[src/rtl/prog_loader_pkg.sv]
// Shared types and constants for the program loader.
package prog_loader_pkg;

  typedef enum logic [2:0] {
    S_HDR,
    S_CNT,
    S_DATA,
    S_CSUM,
    S_FILL,
    S_RUN,
    S_ERR
  } state_e;

  localparam logic [7:0] HDR_BYTE   = 8'hA5;
  localparam logic [7:0] HALT_INSTR = 8'hC0;
  localparam logic [2:0] OP_HALT    = 3'b110;

endpackage

[src/rtl/prog_loader_mem.sv]
// Instruction store: register array that resets to HALT, one sync write port, one comb read port.
module loader_mem
  import prog_loader_pkg::*;
#(
  parameter int DEPTH = 16,
  parameter int AW    = 4,
  parameter int DW    = 8
) (
  input  logic          clk,
  input  logic          reset,
  input  logic          we,
  input  logic [AW-1:0] waddr,
  input  logic [DW-1:0] wdata,
  input  logic [AW-1:0] raddr,
  output logic [DW-1:0] rdata
);

  logic [DW-1:0] mem_q [DEPTH];

  always_ff @(posedge clk or negedge reset) begin
    if (!reset) begin
      for (int i = 0; i < DEPTH; i++) mem_q[i] <= DW'(HALT_INSTR);
    end else if (we) begin
      mem_q[waddr] <= wdata;
    end
  end

  assign rdata = mem_q[raddr];

endmodule

[src/rtl/prog_loader.sv]
// Framed byte-stream loader for the CPU instruction store; holds the CPU until a good frame lands.
// Optional trailing XOR checksum enabled by defining PROG_LOADER_CHECKSUM_EN.
module prog_loader
  import prog_loader_pkg::*;
#(
  parameter int DEPTH = 16,
  parameter int AW    = 4,
  parameter int DW    = 8
) (
  input  logic          clk,
  input  logic          reset,
  input  logic          in_valid,
  input  logic [DW-1:0] in_data,
  output logic          in_ready,
  input  logic [AW-1:0] rd_addr,
  output logic [DW-1:0] rd_instr,
  output logic          cpu_hold,
  output logic          load_done,
  output logic          err
);

  localparam logic [AW:0] ONE  = (AW+1)'(1);
  localparam logic [AW:0] FULL = (AW+1)'(DEPTH);

  state_e        state_q, state_d;
  logic [AW:0]   cnt_q, cnt_d;
  logic [AW:0]   ptr_q, ptr_d;
  logic          hold_q, done_q, err_q;
  logic          accept;
  logic          we;
  logic [AW-1:0] waddr;
  logic [DW-1:0] wdata;
`ifdef PROG_LOADER_CHECKSUM_EN
  logic [DW-1:0] csum_q, csum_d;
`endif

  assign in_ready = (state_q != S_FILL);
  assign accept   = in_valid && in_ready;

  always_comb begin
    state_d = state_q;
    cnt_d   = cnt_q;
    ptr_d   = ptr_q;
    we      = 1'b0;
    waddr   = ptr_q[AW-1:0];
    wdata   = in_data;
`ifdef PROG_LOADER_CHECKSUM_EN
    csum_d  = csum_q;
`endif
    case (state_q)
      S_HDR: if (accept && in_data == DW'(HDR_BYTE)) state_d = S_CNT;
      S_CNT: if (accept) begin
        if (in_data != '0 && in_data <= DW'(DEPTH)) begin
          cnt_d   = in_data[AW:0];
          ptr_d   = '0;
`ifdef PROG_LOADER_CHECKSUM_EN
          csum_d  = '0;
`endif
          state_d = S_DATA;
        end else begin
          state_d = S_ERR;
        end
      end
      S_DATA: if (accept) begin
        we    = 1'b1;
        ptr_d = ptr_q + ONE;
`ifdef PROG_LOADER_CHECKSUM_EN
        csum_d = csum_q ^ in_data;
        if (ptr_q == cnt_q - ONE) state_d = S_CSUM;
`else
        if (ptr_q == cnt_q - ONE) state_d = (cnt_q == FULL) ? S_RUN : S_FILL;
`endif
      end
`ifdef PROG_LOADER_CHECKSUM_EN
      S_CSUM: if (accept) begin
        if (in_data != csum_q) state_d = S_ERR;
        else                   state_d = (cnt_q == FULL) ? S_RUN : S_FILL;
      end
`endif
      // Pointer already sits at N when FILL starts, so one HALT per cycle up to the last slot.
      S_FILL: begin
        we    = 1'b1;
        wdata = DW'(HALT_INSTR);
        ptr_d = ptr_q + ONE;
        if (ptr_q == FULL - ONE) state_d = S_RUN;
      end
      S_RUN, S_ERR: if (accept && in_data == DW'(HDR_BYTE)) state_d = S_CNT;
      default: state_d = S_HDR;
    endcase
  end

  always_ff @(posedge clk or negedge reset) begin
    if (!reset) begin
      state_q <= S_HDR;
      cnt_q   <= '0;
      ptr_q   <= '0;
      hold_q  <= 1'b1;
      done_q  <= 1'b0;
      err_q   <= 1'b0;
`ifdef PROG_LOADER_CHECKSUM_EN
      csum_q  <= '0;
`endif
    end else begin
      state_q <= state_d;
      cnt_q   <= cnt_d;
      ptr_q   <= ptr_d;
      hold_q  <= (state_d != S_RUN);
      done_q  <= (state_d == S_RUN);
      err_q   <= (state_d == S_ERR);
`ifdef PROG_LOADER_CHECKSUM_EN
      csum_q  <= csum_d;
`endif
    end
  end

  assign cpu_hold  = hold_q;
  assign load_done = done_q;
  assign err       = err_q;

  loader_mem #(.DEPTH(DEPTH), .AW(AW), .DW(DW)) u_mem (
    .clk   (clk),
    .reset (reset),
    .we    (we),
    .waddr (waddr),
    .wdata (wdata),
    .raddr (rd_addr),
    .rdata (rd_instr)
  );

endmodule

[config.mk]
export PLATFORM = sky130hd
export DESIGN_NAME = prog_loader
export DESIGN_NICKNAME = d
export VERILOG_FILES = /design/src/rtl/prog_loader_pkg.sv /design/src/rtl/prog_loader_mem.sv /design/src/rtl/prog_loader.sv
export SDC_FILE = /design/constraint.sdc
export NUM_CORES = 1
export LEC_CHECK = 0
export BUFFER_PORTS_ARGS = -buffer_cell sky130_fd_sc_hd__buf_2
export CAP_MARGIN = 15
export CORE_MARGIN = 1
export CORE_UTILIZATION = 51
export CTS_BUF_LIST = sky130_fd_sc_hd__clkbuf_4 sky130_fd_sc_hd__clkbuf_8
export CTS_CLUSTER_SIZE = 16
export DETAILED_ROUTE_END_ITERATION = 10
export GPL_ROUTABILITY_DRIVEN = 0
export PLACE_DENSITY_LB_ADDON = 0.25
export SETUP_SLACK_MARGIN = 0.3
export SYNTH_ARGS = -nofsm -noshare
export SYNTH_HDL_FRONTEND = slang
export SYNTH_SLANG_ARGS = --single-unit
[constraint.sdc]
create_clock -name clk -period 5.1 [get_ports clk]
set_input_delay 0.51 -clock clk [delete_from_list [all_inputs] [get_ports clk]]
set_output_delay 0.51 -clock clk [all_outputs]
set_load 0.1 [all_outputs]
==> results.txt <==
Status -> complete, no violations
DRT antenna net count -> 0
Fraction of registers with async set/reset -> 1.00
Synthesis-to-finish area growth -> 7.88%
Ys Warns -> 0
Post-route DRC -> 0
Global-route wire length before repair -> 23.9 mm
Max FO, Critical Path -> 26
Iteration count of the initial detailed-routing pass -> 5
CTS-repair resized insts -> 0
CP endpoint kind -> register
Initial drt markers -> 374
Post-DR vias/cell -> 5.66
Most frequent cell after synthesis -> nand2_1
GR Overflow Total -> 0
Gate count after technology mapping -> 592
Post-CTS setup buffers -> 0
Vias in the first global route -> 4467
Cell Rows -> 41
Path depth of the worst reg2reg path -> 4
Antenna violations before repair -> 0
Pin count of the biggest net entering global routing -> 97
Top FF cell, synth -> dfrtp_1
Fin area -> 7270 um^2
VDD IR-drop max -> 0.000285 V
Yosys reg bits -> 144
Avg WL per Cell -> 19.1 um
Min Tclk post-route -> 2950 ps
FMAX -> 0.339 GHz
Most frequent cells after synthesis -> nand2_1, o21ai_0, dfrtp_1, mux4_2, dfstp_2
Crit-path slowest cell -> nand4_1
Die area -> 13700 um^2
Fill cell count -> 1095
Post-layout util -> 0.569
RSZ-0062 raised after global routing -> no
Syn_nets -> 613
Maxcap violations -> 0
Share of cells above drive strength 1 -> 0.252
Data arrival, critical path -> 3280 ps
EDFF count, synth -> 0
Clk sink count -> 144
Total number of vias -> 4434
Worst path required time -> 5430 ps
Total CTS buffers -> 17
H-tree Lvls -> 4
Routed WL -> 15.0 mm
Max Root-Sink Buffers -> 2
Critical Path Max Stage Delay -> 870 ps
Synth cell types -> 49
Synthesized cell area -> 6740 um^2
Startpoint Class -> register
Synth top area cells -> dfrtp_1, mux4_2, dfstp_2
Reg2reg end -> u_mem.mem_q[16]$_DFFE_PN0P_
FF-to-FF Start -> state_q[2]$_DFF_PN0_
Die Ht -> 117 um
Chip width -> 117 um
Area leader, netlist -> dfrtp_1
PwrDens -> 567 nW/um^2
Initial Util -> 0.527
Slew margin rel. -> 0.356
# diodes -> 0
Sequential cell area -> 3640 um^2
PortBufs -> 26
Post-Syn Area per Cell -> 11.4 um^2
Top-Level Pins -> 27
CP Class -> reg -> reg
DPL Wire Length -> 9.66 mm
Layout Nets -> 620
Worst-Skew Late Latency -> 440 ps
Sequential fraction of the synthesis area -> 0.541
HP Class -> in -> async
Final setup vio count -> 0
Leakage power -> 3.11 nW
Clk root buf -> clkbuf_8
Reg2reg setup slack -> 2150 ps
Setup TNS Final -> 0 ps
Final Slew Violations -> 0
Worst slew pin tran -> 964 ps
CTS tree -> yes
Hold_buf cts -> 0
Core footprint -> 12800 um^2
Endpoints failing hold -> 0
Multi-input logic area -> 2860 um^2
Clock transition at path regs -> 80 ps
DP Area -> 6890 um^2
Synth top area share -> 0.412
GRT Total Usage -> 0.245
Final Skew -> 8.65 ps
Cells along the critical path -> nand3b_1 > a21oi_4 > nand4_1 > o21ai_0
Buffers & Inverters on Critical Path -> 0
CP delay by family, top -> compound AO/OA/AOI/OAI gates
Period utilisation layout -> 0.578
[metal layers]
| metal | wire [um] | share of wire | global-route usage |
|---|---|---|---|
| met1 | 6540 | 0.44 | 0.310 |
| met2 | 7370 | 0.49 | 0.412 |
| met5 | 0 | 0 | 0 |
| met3 | 780 | 0.052 | 0.0608 |
| met4 | 304 | 0.020 | 0.0878 |
[worst max path at each step]
stage	start	cells past startpoint	endpoint
2_1_floorplan	rd_addr[0]	4	rd_instr[0]
6_report	state_q[2]$_DFF_PN0_	4	u_mem.mem_q[16]$_DFFE_PN0P_
3_5_place_dp	rd_addr[0]	4	rd_instr[5]
5_1_grt	state_q[2]$_DFF_PN0_	4	u_mem.mem_q[1]$_DFFE_PN0P_
4_1_cts	rd_addr[0]	4	rd_instr[5]
3_3_place_gp	rd_addr[0]	4	rd_instr[5]
[power breakdown]
group          total (mW)  internal (mW)  leakage, nW  switching (mW)
clock               0.823          0.411        0.194           0.412
combinational        1.42          0.481         1.10           0.941
sequential           1.88           1.61         1.82           0.263
total                4.12           2.51         3.11            1.62
[state kept, by name (all words and copies together), names as in the netlist]
register	cells
ptr_q	5
cpu_hold	1
err	1
cnt_q	5
load_done	1
state_q	3
u_mem.mem_q	128
[area by class of cell]
| cell class | instances | area share |
|---|---|---|
| multi-input combinational | 402 | 0.394 |
| clock buffer | 26 | 0.0449 |
| sequential | 144 | 0.502 |
| tap | 172 | 0.0296 |
| clock inverter | 6 | 0.00448 |
| inverter | 6 | 0.00310 |
| timing repair buffer | 28 | 0.0226 |
[cells in the final DEF (no fill, tap or decap), types with 4 or more instances in the layout]
cell type	n
nand2_1	142
o21ai_0	131
dfrtp_1	111
mux4_2	40
dfstp_2	33
buf_2	25
clkbuf_8	21
nand3_4	9
nor2_1	7
nor2b_1	6
nand3_1	6
ha_1	6
inv_1	5
mux2_2	5
nand4_1	5
clkinv_2	5
clkbuf_4	5
xor2_1	4
[logic make-up (layout without fill, tap and decap cells)]
logic type	count (synthesis)	after routing	share of synthesized area
buffers and inverters	46	66	0.0353
and+or+nand+nor	196	196	0.145
AOI/OAI and AO/OA	148	148	0.116
adders and majority gates	6	6	0.0111
DFF	144	144	0.541
muxes	45	45	0.142
xor gates and xnor gates	7	7	0.00910
[metrics by stage]
step	setup WS, ps	hold slack [ps]	instances	power [mW]
floorplan	2380	214	592	3.00
global placement	1800	457	751	3.26
detailed placement	1760	466	751	3.33
CTS	1760	181	783	4.14
global route	1950	196	784	4.39
finish	2150	139	784	4.12
Note: power is estimated with default switching activity, not from simulation.
